<file path="config.mk">
export PLATFORM = sky130hd
export DESIGN_NAME = bloco_datapath_pipe
export DESIGN_NICKNAME = d
export VERILOG_FILES = /design/src/rtl/bloco_pkg.sv /design/src/rtl/bloco_banco_registros.sv /design/src/rtl/bloco_datapath_pipe.sv
export SDC_FILE = /design/constraint.sdc
export NUM_CORES = 1
export LEC_CHECK = 0
export CAP_MARGIN = 20
export CORE_MARGIN = 3
export CORE_UTILIZATION = 65
export DETAILED_ROUTE_END_ITERATION = 10
export GPL_ROUTABILITY_DRIVEN = 1
export PLACE_DENSITY = 0.81
export SETUP_SLACK_MARGIN = 0.02
export SLEW_MARGIN = 20
export SYNTH_ARGS = -nofsm -noshare
export SYNTH_HDL_FRONTEND = slang
export SYNTH_SLANG_ARGS = --single-unit
</file>
<file path="constraint.sdc">
create_clock -name clk -period 9.2 [get_ports clk]
set_clock_uncertainty 0.1 [all_clocks]
set_input_delay 1.38 -clock clk [delete_from_list [all_inputs] [get_ports clk]]
set_output_delay 1.38 -clock clk [all_outputs]
set_load 0.02 [all_outputs]
</file>
<file path="src/rtl/bloco_pkg.sv">
// Shared types for the pipelined register-bank + ALU datapath.
package bloco_pkg;

  typedef enum logic [4:0] {
    OP_PASS_A = 5'h00,
    OP_ADD    = 5'h01,
    OP_SUB    = 5'h02,
    OP_AND    = 5'h03,
    OP_OR     = 5'h04,
    OP_XOR    = 5'h05,
    OP_NOT_A  = 5'h06,
    OP_INC_A  = 5'h07,
    OP_DEC_A  = 5'h08,
    OP_SHL_A  = 5'h09,
    OP_SHR_A  = 5'h0A,
    OP_ASR_A  = 5'h0B,
    OP_MUL    = 5'h0C
  } op_t;

  // flag bit positions inside {Z,N,C,V}
  localparam int FLAG_Z = 3;
  localparam int FLAG_N = 2;
  localparam int FLAG_C = 1;
  localparam int FLAG_V = 0;

  // issue FSM encoding
  typedef logic [0:0] state_t;
  localparam state_t ST_RUN = 1'b0;
  localparam state_t ST_MUL = 1'b1;

endpackage

</file>
<file path="src/rtl/bloco_banco_registros.sv">
// Register bank: two combinational read ports, one synchronous write port.
module bloco_banco_registros #(
  parameter int W  = 16,
  parameter int AW = 2
) (
  input  logic          clk,
  input  logic          reset_n,
  input  logic          we,
  input  logic [AW-1:0] waddr,
  input  logic [W-1:0]  wdata,
  input  logic [AW-1:0] raddr_a,
  input  logic [AW-1:0] raddr_b,
  output logic [W-1:0]  rdata_a,
  output logic [W-1:0]  rdata_b
);
  localparam int NREG = 2 ** AW;

  logic [NREG-1:0][W-1:0] regs;

  // single write port, whole bank cleared on reset
  always_ff @(posedge clk or negedge reset_n) begin
    if (!reset_n)  regs <= '0;
    else if (we)   regs[waddr] <= wdata;
  end

  assign rdata_a = regs[raddr_a];
  assign rdata_b = regs[raddr_b];

endmodule

</file>
<file path="src/rtl/bloco_datapath_pipe.sv">
// Register bank + ALU datapath with valid/ready issue, EX->WB pipeline,
// WB->EX forwarding and an iterative shift-add multiplier.
module bloco_datapath_pipe
  import bloco_pkg::*;
#(
  parameter int BITS_PALAVRA  = 16,
  parameter int END_REGISTROS = 2
) (
  input  logic                     clk,
  input  logic                     reset_n,
  input  logic                     in_valid,
  output logic                     in_ready,
  input  logic [END_REGISTROS-1:0] Sel_SA,
  input  logic [END_REGISTROS-1:0] Sel_SB,
  input  logic [END_REGISTROS-1:0] Sel_SC,
  input  logic [4:0]               controleOperacao,
  input  logic                     Hab_Escrita,
  input  logic                     Hab_Flags,
  input  logic                     clear_Flags,
  output logic                     out_valid,
  output logic [BITS_PALAVRA-1:0]  out_result,
  output logic [3:0]               out_flags,
  output logic                     busy
);
  localparam int W  = BITS_PALAVRA;
  localparam int AW = END_REGISTROS;
  localparam int CW = $clog2(W);

  typedef struct packed {
    logic          valid;
    logic          write;
    logic          flag_en;
    logic [AW-1:0] dst;
    logic [W-1:0]  result;
    logic [3:0]    flags;
  } wb_t;

  // single-cycle ALU; returns {Z,N,C,V,result}
  function automatic logic [W+3:0] alu(input op_t op, input logic [W-1:0] a, input logic [W-1:0] b);
    logic [W:0]   s;
    logic [W-1:0] r;
    logic         c, v;
    s = '0; r = '0; c = 1'b0; v = 1'b0;
    case (op)
      OP_PASS_A: r = a;
      OP_ADD:   begin s = {1'b0, a} + {1'b0, b}; r = s[W-1:0]; c = s[W];
                      v = (a[W-1] == b[W-1]) && (r[W-1] != a[W-1]); end
      OP_SUB:   begin s = {1'b0, a} - {1'b0, b}; r = s[W-1:0]; c = s[W];
                      v = (a[W-1] != b[W-1]) && (r[W-1] != a[W-1]); end
      OP_AND:    r = a & b;
      OP_OR:     r = a | b;
      OP_XOR:    r = a ^ b;
      OP_NOT_A:  r = ~a;
      OP_INC_A: begin s = {1'b0, a} + (W+1)'(1); r = s[W-1:0]; c = s[W];
                      v = ~a[W-1] & r[W-1]; end
      OP_DEC_A: begin s = {1'b0, a} - (W+1)'(1); r = s[W-1:0]; c = s[W];
                      v = a[W-1] & ~r[W-1]; end
      OP_SHL_A: begin r = {a[W-2:0], 1'b0};   c = a[W-1]; end
      OP_SHR_A: begin r = {1'b0, a[W-1:1]};   c = a[0];   end
      OP_ASR_A: begin r = {a[W-1], a[W-1:1]}; c = a[0];   end
      default:   r = '0;
    endcase
    return {(r == '0), r[W-1], c, v, r};
  endfunction

  state_t        state;
  wb_t           wb;
  logic [3:0]    flags;
  logic [W-1:0]  rdata_a, rdata_b, opa, opb;
  logic [W+3:0]  alu_out;
  logic          accept, is_mul, valid_op;

  logic [2*W-1:0] mul_acc, mul_mcand, acc_next;
  logic [W-1:0]   mul_mplier;
  logic [CW-1:0]  mul_cnt;
  logic           mul_last;
  logic           pend_write, pend_flag;
  logic [AW-1:0]  pend_dst;

  assign in_ready = (state == ST_RUN);
  assign busy     = (state == ST_MUL);
  assign accept   = in_valid && in_ready;
  assign is_mul   = (controleOperacao == 5'(OP_MUL));
  assign valid_op = (controleOperacao <= 5'(OP_MUL));

  bloco_banco_registros #(.W(W), .AW(AW)) u_banco (
    .clk     (clk),
    .reset_n (reset_n),
    .we      (wb.valid && wb.write),
    .waddr   (wb.dst),
    .wdata   (wb.result),
    .raddr_a (Sel_SA),
    .raddr_b (Sel_SB),
    .rdata_a (rdata_a),
    .rdata_b (rdata_b)
  );

  // the WB entry is not in the bank yet, so it overrides a matching read
  assign opa     = (wb.valid && wb.write && wb.dst == Sel_SA) ? wb.result : rdata_a;
  assign opb     = (wb.valid && wb.write && wb.dst == Sel_SB) ? wb.result : rdata_b;
  assign alu_out = alu(op_t'(controleOperacao), opa, opb);

  assign acc_next = mul_acc + (mul_mplier[0] ? mul_mcand : '0);
  assign mul_last = (mul_cnt == CW'(W - 1));

  // issue FSM and multiplier iterator; dst/enables ride along with the MUL
  always_ff @(posedge clk or negedge reset_n) begin
    if (!reset_n) begin
      state      <= ST_RUN;
      mul_acc    <= '0;
      mul_mcand  <= '0;
      mul_mplier <= '0;
      mul_cnt    <= '0;
      pend_write <= 1'b0;
      pend_flag  <= 1'b0;
      pend_dst   <= '0;
    end else if (state == ST_RUN) begin
      if (accept && is_mul) begin
        state      <= ST_MUL;
        mul_acc    <= '0;
        mul_mcand  <= {{W{1'b0}}, opa};
        mul_mplier <= opb;
        mul_cnt    <= '0;
        pend_write <= Hab_Escrita;
        pend_flag  <= Hab_Flags;
        pend_dst   <= Sel_SC;
      end
    end else begin
      mul_acc    <= acc_next;
      mul_mcand  <= mul_mcand << 1;
      mul_mplier <= mul_mplier >> 1;
      mul_cnt    <= mul_cnt + CW'(1);
      if (mul_last) state <= ST_RUN;
    end
  end

  // WB stage: loaded by a non-MUL accept or by the last MUL iteration
  always_ff @(posedge clk or negedge reset_n) begin
    if (!reset_n) begin
      wb <= '0;
    end else if (state == ST_MUL && mul_last) begin
      wb.valid         <= 1'b1;
      wb.write         <= pend_write;
      wb.flag_en       <= pend_flag;
      wb.dst           <= pend_dst;
      wb.result        <= acc_next[W-1:0];
      wb.flags[FLAG_Z] <= (acc_next[W-1:0] == '0);
      wb.flags[FLAG_N] <= acc_next[W-1];
      wb.flags[FLAG_C] <= |acc_next[2*W-1:W];
      wb.flags[FLAG_V] <= 1'b0;
    end else if (accept && !is_mul) begin
      wb.valid   <= 1'b1;
      wb.write   <= Hab_Escrita && valid_op;
      wb.flag_en <= Hab_Flags && valid_op;
      wb.dst     <= Sel_SC;
      wb.result  <= alu_out[W-1:0];
      wb.flags   <= alu_out[W+3:W];
    end else begin
      wb <= '0;
    end
  end

  // architectural flags; a clear beats a retiring update
  always_ff @(posedge clk or negedge reset_n) begin
    if (!reset_n)                    flags <= '0;
    else if (clear_Flags)            flags <= '0;
    else if (wb.valid && wb.flag_en) flags <= wb.flags;
  end

  assign out_valid  = wb.valid;
  assign out_result = wb.valid ? wb.result : '0;
  assign out_flags  = flags;

endmodule

</file>
Word-level counts from Yosys, hierarchy flattened
Cells that the tools add are included.
{"block": "totals", "in_bits": 17, "wordCells": 109, "out_inout_bits": 23, "regBits": 182}
{"block": "classes", "addsub": 6, "muxes": 29, "bitwise_logic": 9, "reduce_logical": 22, "n_eq_ne": 19, "magnitude_cmp": 5}
{"op": "one-hot mux 16 bit (12 select lines)", "count": 1}
{"op": "two-way mux 32 bit", "count": 5}
{"op": "two-way mux 16 bit", "count": 8}
{"op": "binary-select mux 16 bit (select 2 bit)", "count": 2}
{"op": "bitwise mux 64 bit", "count": 1}
{"op": "two-way mux 25 bit", "count": 2}
{"op": "adder 32 bit", "count": 1}
{"op": "demux 16 bit (select 2 bit)", "count": 1}
{"op": "zero test 16 bit", "count": 2}
{"op": "== test 5 x 4 -> 1 bit, second input constant", "count": 5}
{"op": "== test 5 x 3 -> 1 bit, second input constant", "count": 4}
{"op": "adder 16 x 1 -> 17 bit, second input constant", "count": 1}
{"op": "adder 16 x 16 -> 17 bit", "count": 1}
{"op": "subtractor 16 x 1 -> 17 bit, second input constant", "count": 1}
{"op": "subtractor 16 x 16 -> 17 bit", "count": 1}
{"op": "bitwise AND 16 bit", "count": 1}
{"op": "two-way mux 4 bit", "count": 4}
{"op": "NOT 16 bit", "count": 1}
{"op": "OR 16 bit", "count": 1}
{"op": "OR reduction 16 bit", "count": 1}
{"op": "bitwise XOR 16 bit", "count": 1}
{"op": "logical AND 1 bit", "count": 13}
{"op": "== test 5 x 2 -> 1 bit, second input constant", "count": 2}
{"op": "less-than comparator 2 x 3 -> 1 bit, second input constant", "count": 3}
{"op": "18 further kinds", "count": 27}

Logic depth before layout (Yosys ltp)
Gate-level depths: netlist (run 1).
{"block": "depth", "ltp_word": 9, "depth_mapped": 20, "mapped_depth_nobuf": 18}

By module
Synthesis (run 1) repeated with hierarchy kept, for this count alone.
{"block": "hier_totals", "hier_cells": 1629, "area_unflattened_um2": 14586.5}
{"module": "bloco_datapath_pipe", "n_inst": 1, "area_per_inst_um2": 11412.2, "seq_area_each_um2": 2927.8, "cells_each": 1453}
{"module": "bloco_banco_registros", "n_inst": 1, "area_per_inst_um2": 3174.3, "seq_area_each_um2": 1601.5, "cells_each": 176}

Least setup slack after synthesis (run 1)
OpenSTA, ideal clock, no wires.
{"block": "synth_path", "path_kind": "input-to-reg", "from": "in Sel_SB[1]", "to": "reg wb[3] in the netlist's numbering", "arrival_ns": 5.579, "setup_ns": 0.076, "stages": 19, "t_required_ns": 9.024, "setup_slack_ns": 3.445, "path_buffers": 3, "path_cell_list": "buf_2 > xor2_1 > nor3_2 > clkbuf_1 > mux2i_1 > inv_1 > ha_1 > clkbuf_1 > nor2_1 > o21ai_0 > a21oi_1 > a211oi_1 > o211ai_1 > a221oi_1 > o221ai_1 > or4b_2 > nor4_1 > nand4_1 > o21ai_1"}
{"block": "synth_via", "elab_chain_cells": 8, "word_cells_on_any_way": 14, "cone_classes": "2 x add/sub; 1 x eq/ne; 6 x mux; 3 x bitwise; 2 x reduce/logical"}
{"item": "start, declared", "line_no": "bloco_datapath_pipe.sv:14", "text": "input logic [END_REGISTROS-1:0] Sel_SB,"}
{"item": "binary-select mux 16 bit (select 2 bit) or == test 2 bit (tied branches)", "line_no": "bloco_banco_registros.sv:27, bloco_datapath_pipe.sv:100"}
{"item": "two-way mux 16 bit (implied by the code) or logical AND 1 bit (tied branches)", "line_no": "bloco_banco_registros.sv:27, bloco_datapath_pipe.sv:100"}
{"item": "two-way mux 16 bit *", "line_no": "bloco_datapath_pipe.sv:100", "text": "assign opb = (wb.valid && wb.write && wb.dst == Sel_SB) ? wb.result : rdata_b;"}
{"item": "subtractor 16 x 16 -> 17 bit, or another cell as far along", "line_no": "bloco_datapath_pipe.sv:48", "text": "OP_SUB: begin s = {1'b0, a} - {1'b0, b}; r = s[W-1:0]; c = s[W];"}
{"item": "one-hot mux 16 bit (12 select lines) *", "line_no": "bloco_datapath_pipe.sv:44", "text": "case (op)"}
{"item": "zero test 16 bit *", "line_no": "bloco_datapath_pipe.sv:63", "text": "return {(r == '0), r[W-1], c, v, r};"}
{"item": "two-way mux 25 bit *", "line_no": "bloco_datapath_pipe.sv:151", "text": "end else if (accept && !is_mul) begin"}
{"item": "two-way mux 25 bit *", "line_no": "bloco_datapath_pipe.sv:141", "text": "end else if (state == ST_MUL && mul_last) begin"}
{"item": "end, declared", "line_no": "bloco_datapath_pipe.sv:67", "text": "wb_t wb;"}
Every way passes the cells marked *; elsewhere a longest branch is shown, timed or not. The select of a mux whose other input is x is not followed.
A chain may end at the register's enable or synchronous reset.

Worst setup path after layout (run 1)
{"block": "layout_path", "from": "in Sel_SA[1]", "to": "reg wb[3] in the netlist's numbering"}
{"block": "layout_via", "elab_chain_cells": 8, "word_cells_on_any_way": 17, "cone_classes": "4 x add/sub; 1 x eq/ne; 6 x mux; 4 x bitwise; 2 x reduce/logical"}
{"item": "start, declared", "line_no": "bloco_datapath_pipe.sv:13", "text": "input logic [END_REGISTROS-1:0] Sel_SA,"}
{"item": "binary-select mux 16 bit (select 2 bit) or == test 2 bit (tied branches)", "line_no": "bloco_banco_registros.sv:26, bloco_datapath_pipe.sv:99"}
{"item": "two-way mux 16 bit (implied by the code) or logical AND 1 bit (tied branches)", "line_no": "bloco_banco_registros.sv:26, bloco_datapath_pipe.sv:99"}
{"item": "two-way mux 16 bit *", "line_no": "bloco_datapath_pipe.sv:99", "text": "assign opa = (wb.valid && wb.write && wb.dst == Sel_SA) ? wb.result : rdata_a;"}
{"item": "subtractor 16 x 1 -> 17 bit, or another cell as far along", "line_no": "bloco_datapath_pipe.sv:56", "text": "OP_DEC_A: begin s = {1'b0, a} - (W+1)'(1); r = s[W-1:0]; c = s[W];"}
{"item": "one-hot mux 16 bit (12 select lines) *", "line_no": "bloco_datapath_pipe.sv:44"}
{"item": "zero test 16 bit *", "line_no": "bloco_datapath_pipe.sv:63"}
{"item": "two-way mux 25 bit *", "line_no": "bloco_datapath_pipe.sv:151"}
{"item": "two-way mux 25 bit *", "line_no": "bloco_datapath_pipe.sv:141"}
Marked as above.

==> results of run 1 <==
[per-stage QoR]
stage                     instances  worst slack, ns  area [µm²]
after floorplan                1633             3.44       14300
after global placement         1872             2.02       14900
after detailed placement       1872             1.90       14900
after CTS                      1904             2.36       15500
after global routing           1904             1.86       15500
final                          1904             2.17       15500
[routing by layer]
layer	GRT usage	vias to the layer above	routed length (µm)
li1	-	5996	-
met1	0.559	6569	19100
met2	0.602	970	20800
met3	0.0968	197	5980
met4	0.180	2	2320
met5	0	-	67
[worst register-to-register path, cell delays in order (launching register included)]
cell	delay [ns]
dfrtp_1	0.88
nand2_2	0.43
nor3_2	0.98
mux2i_1	0.75
inv_1	0.10
ha_1	0.46
nor4_1	0.62
nand2_1	0.17
a21oi_1	0.17
a311oi_1	0.12
a211oi_1	0.57
o31a_1	0.19
o211ai_1	0.11
nor4b_1	0.49
nand4_1	0.15
o21ai_1	0.12
[worst min path at each step]
stage,endpoint,startpoint,slack (ns)
finish,pend_dst[0],pend_dst[0],0.38
global route,pend_dst[1],pend_dst[1],0.42
CTS,pend_dst[0],pend_dst[0],0.38
detailed placement,pend_dst[0],pend_dst[0],0.36
global placement,pend_dst[0],pend_dst[0],0.36
floorplan,pend_dst[0],pend_dst[0],0.35
[where the power goes]
part	internal [W]	switching (W)	total (W)	leakage (nW)
Combinational	0.000492	0.000869	0.00136	4.14
Sequential	0.000967	0.000190	0.00116	2.41
Clock	0.000408	0.000401	0.000810	0.316
Total	0.00187	0.00146	0.00333	6.87
[flip-flops by register name, indices dropped and copies added (netlist names)]
signal and flops:
busy 1, mul_mcand 32, pend_flag 1, wb 23
pend_write 1, out_valid 1, mul_mplier 16, out_flags 4
pend_dst 2, mul_cnt 4, mul_acc 32, u_banco.regs 64
[logic make-up after synthesis]
kind of cell,Yosys count,share of synthesized area
xor+xnor,53,0.0329
fa+ha+maj,88,0.0778
buf+inv,165,0.0472
flops,181,0.316
simple gates,524,0.179
mux,120,0.120
compound gates,502,0.228
[placed cells by master, fill, tap and decap left out, types with 8 or more instances in the layout]
cell / netlist / layout
nand2_1: 183 / 183
nor2b_1: 9 / 9
ha_1: 86 / 86
o211ai_1: 18 / 18
clkdlybuf4s50_1: 0 / 38
o31ai_1: 12 / 12
a21o_1: 27 / 27
nand4_1: 18 / 18
a22oi_1: 13 / 13
nor3_1: 34 / 31
a31oi_1: 12 / 12
mux2i_1: 24 / 24
nand3_1: 39 / 39
a211oi_1: 14 / 14
mux4_2: 32 / 32
and2_1: 56 / 56
a22o_1: 12 / 12
mux2_2: 58 / 58
buf_4: 3 / 28
a221oi_1: 15 / 15
nand2b_1: 13 / 13
nor4_1: 13 / 13
xnor2_1: 37 / 37
inv_2: 8 / 8
and3_1: 12 / 12
dfrtp_1: 181 / 180
o21ai_0: 132 / 132
a21oi_1: 119 / 119
nor2_1: 99 / 98
inv_1: 53 / 53
o22ai_1: 28 / 28
xor2_1: 15 / 15
clkbuf_16: 0 / 17
[cell type report]
type / count / area (µm²) / area share
Timing Repair Buffer: 67 / 602 / 0.0388
Tap cell: 275 / 344 / 0.0222
Clock inverter: 15 / 230 / 0.0148
Sequential cell: 181 / 4530 / 0.292
Multi-Input combinational cell: 1287 / 9160 / 0.590
Inverter: 62 / 233 / 0.0150
Clock buffer: 17 / 425 / 0.0274
==> flow_metrics.py, run 1 <==
metrics = {
    "run_status": {
        "status": "finished, final reports clean",
    },
    "timing": {
        "report.final.slew_viol_count": 0,
        "tightestPinTransition_ns": 1.26,
        "max_freq_ghz": 0.142,
        "setup_violations": 0,
        "relSlewSlack": 0.157,
        "finalCritPeriodShare": 0.764,
        "finalSetupTns_ns": 0,
        "hold_viol": 0,
        "post-route-min-period_ns": 7.03,
        "holdWs_ns": 0.378,
        "rsz0062_at_grt": "no",
    },
    "synth": {
        "yosysUniqueCellTypes": 93,
        "synth_edf_count": 0,
        "synthFlopType": "dfrtp_1",
        "synth_top_cell_area_share": 0.316,
        "synthTopCellsByCount": "nand2_1, dfrtp_1, o21ai_0",
        "synth_area_mm2": 0.0143,
        "synth_top_area_cell": "dfrtp_1",
        "seq_area_frac_synth": 0.316,
        "yosysWarnings": 0,
        "ys_ff_latch": 181,
        "syn_area_per_cell_um2": 8.79,
        "ys_async_sr_fraction": 1.00,
        "yosys-top-cells-area": "dfrtp_1, ha_1, mux4_2",
        "syn_inst": 1633,
        "syn-num-nets": 1738,
        "yosysMostFrequentCell": "nand2_1",
    },
    "critical_path": {
        "r2r_end": "wb[3]",
        "max_stage_delay_ns": 0.77,
        "cp.arrival_ns": 7.30,
        "startpoint": "Sel_SA[1]",
        "r2r-start": "out_valid",
        "crit_path_cell_trace": "clkdlybuf4s50_1 -> buf_4 -> xnor2_1 -> nand3_4 -> mux2i_2 -> inv_1 -> ha_1 -> fa_1 -> a21o_1 -> a21oi_1 -> xor2_1 -> o221ai_1 -> a221oi_1 -> o21ai_0 -> a221oi_1 -> or4b_2 -> nor4_1 -> nand4_1 -> o21ai_1",
        "ff2ff_setup_slack_ns": 2.71,
        "critPathSlowestCell": "xnor2_1",
        "crit_buf_inv": 3,
        "critical-path-top-delay-family": "simple AND/OR/NAND/NOR gates",
        "crit_type": "in -> reg",
        "cp.depth": 19,
        "worst_setup_path_end_kind": "register",
        "critical_path.endpoint": "wb[3]",
        "start_kind": "input pin",
        "path_max_fanout": 18,
        "ff2ff_path_depth": 15,
        "cp.required_ns": 9.47,
        "crit_top_cell": "a221oi_1",
    },
    "detailed_routing": {
        "drt-pass1-iter-count": 6,
        "viasPerCell": 7.21,
        "drt-initial-drc-count": 1964,
        "routed_wirelength_mm": 48.2,
        "num_vias": 13700,
        "drc": 0,
        "antenna_left": 0,
        "wl_per_cell_um": 25.3,
    },
    "worst_hold_path": {
        "hold-path-cell-count": 2,
        "hp-class": "reg -> reg",
    },
    "grt": {
        "grt_pass1_wl_mm": 75.3,
        "track_usage": 0.402,
        "grt_pass1_vias": 13200,
        "grt_max_degree": 93,
        "antenna_found_initial": 1,
        "grt_overflow": 0,
    },
    "clock_tree": {
        "cts_tree": "yes",
        "cts.htree.levels": 4,
        "path_clk_slew_ns": 0.08,
        "root_buffer": "clkbuf_16",
        "cts_sinks": 181,
        "cts_repair_resize_count": 0,
        "clk_path_buf_depth": 2,
        "cts_buffers": 17,
        "cts_setup_buffers": 0,
        "cts-hold-fix-buffers": 0,
        "clkLatencyLatePin_ns": 0.47,
    },
    "cells_and_area": {
        "area_delta_synth_final_pct": 8.21,
        "finalCoreUtilization": 0.727,
        "layout-drive-gt1-share": 0.123,
        "num_antenna_cells": 0,
        "nets": 1721,
        "n_fill_cell": 1624,
    },
    "floorplanning": {
        "die_area_mm2": 0.0239,
        "die_h_um": 155,
        "die_w_um": 155,
        "ioPinCount": 40,
        "core-area_mm2": 0.0214,
        "start_util": 0.672,
        "rows": 53,
    },
    "place": {
        "port_buffers": 39,
        "dp_hpwl_mm": 34.2,
        "gp_congestion": 1.04,
    },
    "power": {
        "power_leakage_nw": 6.87,
        "powerDensity_mw_per_mm2": 214,
        "p_total_w": 0.00333,
        "ir_drop_mv": 0.255,
    },
    "run": {
        "drv_cap": 0,
    },
}
Note: power is estimated with default switching activity, not from simulation.
==> run 2: changes to the inputs <==
--- a/config.mk
+++ b/config.mk
@@ -7,10 +7,10 @@
 export LEC_CHECK = 0
 export CAP_MARGIN = 20
 export CORE_MARGIN = 3
-export CORE_UTILIZATION = 65
+export CORE_UTILIZATION = 64
 export DETAILED_ROUTE_END_ITERATION = 10
 export GPL_ROUTABILITY_DRIVEN = 1
-export PLACE_DENSITY = 0.81
+export PLACE_DENSITY = 0.8
 export SETUP_SLACK_MARGIN = 0.02
 export SLEW_MARGIN = 20
 export SYNTH_ARGS = -nofsm -noshare
==> constraint.sdc (replaced) <==
create_clock -name clk -period 6.8 [get_ports clk]
set_clock_uncertainty 0.1 [all_clocks]
set_input_delay 1.02 -clock clk [delete_from_list [all_inputs] [get_ports clk]]
set_output_delay 1.02 -clock clk [all_outputs]
set_load 0.02 [all_outputs]
==> run 2 against run 1 <==
Compared with the run above:
- non-clock buffer count rose by 28
- sequential cell count did not move
- via count rose by 0.13%
- sequential power rose by 34%
- cell area rose by 1.4%
- largest power group unchanged
- worst hold slack improved by 0.0089 ns
- clock-buffer cell count did not move
==> flow_metrics.py, run 2 (synthesis results as in run 1) <==
metrics = {
    "timing": {
        "relSlewSlack": 0.248,
        "setup_violations": 0,
        "finalCritPeriodShare": 0.932,
        "finalSetupTns_ns": 0,
        "post-route-min-period_ns": 6.34,
        "rsz0062_at_grt": "no",
        "hold_viol": 0,
        "report.final.slew_viol_count": 0,
        "max_freq_ghz": 0.158,
        "tightestPinTransition_ns": 1.12,
    },
    "detailed_routing": {
        "drc": 0,
        "antenna_left": 0,
        "wl_per_cell_um": 25.1,
        "drt-initial-drc-count": 2077,
        "routed_wirelength_mm": 48.5,
        "viasPerCell": 7.10,
        "drt-pass1-iter-count": 6,
        "num_vias": 13800,
    },
    "grt": {
        "antenna_found_initial": 1,
        "grt_use_met1": 0.572,
        "grt_pass1_vias": 12900,
        "grt_max_degree": 98,
        "grtUsageMet3": 0.0963,
        "met2_usage": 0.585,
        "track_usage": 0.398,
        "grt_pass1_wl_mm": 75.3,
        "grt.busiest_layer": "met2",
        "grt_overflow": 0,
    },
    "power": {
        "p_total_w": 0.00454,
        "powerDensity_mw_per_mm2": 288,
        "ir_drop_mv": 0.333,
        "power_leakage_nw": 7.00,
    },
    "cells_and_area": {
        "layout-drive-gt1-share": 0.138,
        "mostFrequentLayoutCells": "nand2_1, dfrtp_1, o21ai_0, a21oi_1, nor2_1",
        "layout_commonest_cell": "nand2_1",
        "area_delta_synth_final_pct": 9.73,
        "num_antenna_cells": 0,
        "largest_reg_flops": 64,
        "top_register": "u_banco.regs",
        "nets": 1749,
        "reg_top3": "u_banco.regs (64), mul_acc (32), mul_mcand (32)",
    },
    "critical_path": {
        "max_stage_delay_ns": 0.76,
        "critPathSlowestCell": "clkdlybuf4s50_1",
        "cp.depth": 17,
        "crit_buf_inv": 3,
        "worst_setup_path_end_kind": "register",
        "crit_type": "in -> reg",
        "r2r-start": "out_valid",
        "ff2ff_setup_slack_ns": 0.96,
        "cp.required_ns": 7.06,
        "crit_path_cell_trace": "clkdlybuf4s50_1 -> buf_4 -> mux4_2 -> o31ai_1 -> and2_1 -> inv_2 -> ha_1 -> nor4_1 -> nand2_1 -> a21oi_1 -> a311oi_1 -> a211oi_1 -> o31a_1 -> o211ai_1 -> nor4b_1 -> nand4_1 -> o21ai_1",
        "start_kind": "input pin",
        "r2r_end": "wb[3]",
        "path_max_fanout": 8,
        "ff2ff_path_depth": 17,
        "cp.arrival_ns": 6.60,
        "critical-path-top-delay-family": "simple AND/OR/NAND/NOR gates",
    },
    "clock_tree": {
        "cts_setup_buffers": 0,
        "clkLatencyLatePin_ns": 0.45,
        "cts_tree": "yes",
        "root_buffer": "clkbuf_16",
        "cts_repair_resize_count": 0,
        "clk_path_buf_depth": 2,
        "cts.htree.levels": 4,
        "path_clk_slew_ns": 0.09,
        "cts_sinks": 181,
        "cts_buffers": 17,
        "cts-hold-fix-buffers": 0,
    },
    "floorplanning": {
        "start_util": 0.653,
        "die_w_um": 156,
        "die_area_mm2": 0.0242,
        "core-area_mm2": 0.0220,
        "die_h_um": 156,
        "ioPinCount": 40,
        "rows": 54,
    },
    "run": {
        "drv_cap": 0,
    },
    "run_status": {
        "status": "finished, final reports clean",
    },
    "place": {
        "dp_hpwl_mm": 34.6,
        "port_buffers": 39,
        "gp_congestion": 1.06,
    },
    "worst_hold_path": {
        "min-delay-start": "pend_dst[1]",
        "hold-path-cell-count": 2,
        "hold_end": "pend_dst[1]",
        "hp-class": "reg -> reg",
    },
}
## run 2: tightest hold or removal path: cells and delay by family, from the launching register on
kind / cells / cell delay (ns)
AND/OR/NAND/NOR: 2 / 0.11
flip-flops: 1 / 0.35
## run 2: layer usage
| metal | up-vias | part of all wire |
|---|---|---|
| met2 | 957 | 0.42 |
| li1 | 6065 | - |
| met5 | - | 0 |
| met1 | 6559 | 0.41 |
| met3 | 171 | 0.12 |
| met4 | 0 | 0.047 |
## run 2: layout make-up
| cell class | count | area, µm² |
|---|---|---|
| repair buffers | 95 | 818 |
| fillers | 1705 | 6220 |
| inverters | 62 | 233 |
| clock inverters | 15 | 223 |
| flip-flops and latches | 181 | 4530 |
| clock buffers | 17 | 425 |
| multi-input cells | 1287 | 9160 |
| well taps | 280 | 350 |
## run 2: stage by stage
step                      area [µm²]  worst slack [ns]  std cells  hold slack (ns)  utilization
after floorplan                14300              1.40       1633            0.346            -
after global placement         15100             0.313       1905            0.358        0.687
after detailed placement       15100             0.334       1905            0.370        0.687
after CTS                      15700             0.714       1937            0.392        0.717
after global routing           15700             0.296       1937            0.422        0.717
final                          15700             0.464       1937            0.387        0.717
## run 2: worst max path at each step
stage               startpoint  endpoint  slack (ns)
finish               Sel_SA[0]     wb[3]        0.46
global route         Sel_SA[0]     wb[3]        0.30
CTS                  Sel_SA[0]     wb[3]        0.71
detailed placement   Sel_SA[0]     wb[3]        0.33
global placement     Sel_SA[0]     wb[3]        0.31
floorplan            Sel_SB[1]     wb[3]        1.40
## run 2: report_power, final
| group | switching (W) | internal [W] |
|---|---|---|
| Sequential | 0.000237 | 0.00131 |
| Combinational | 0.00121 | 0.000684 |
| Clock | 0.000573 | 0.000521 |
| Total | 0.00202 | 0.00252 |
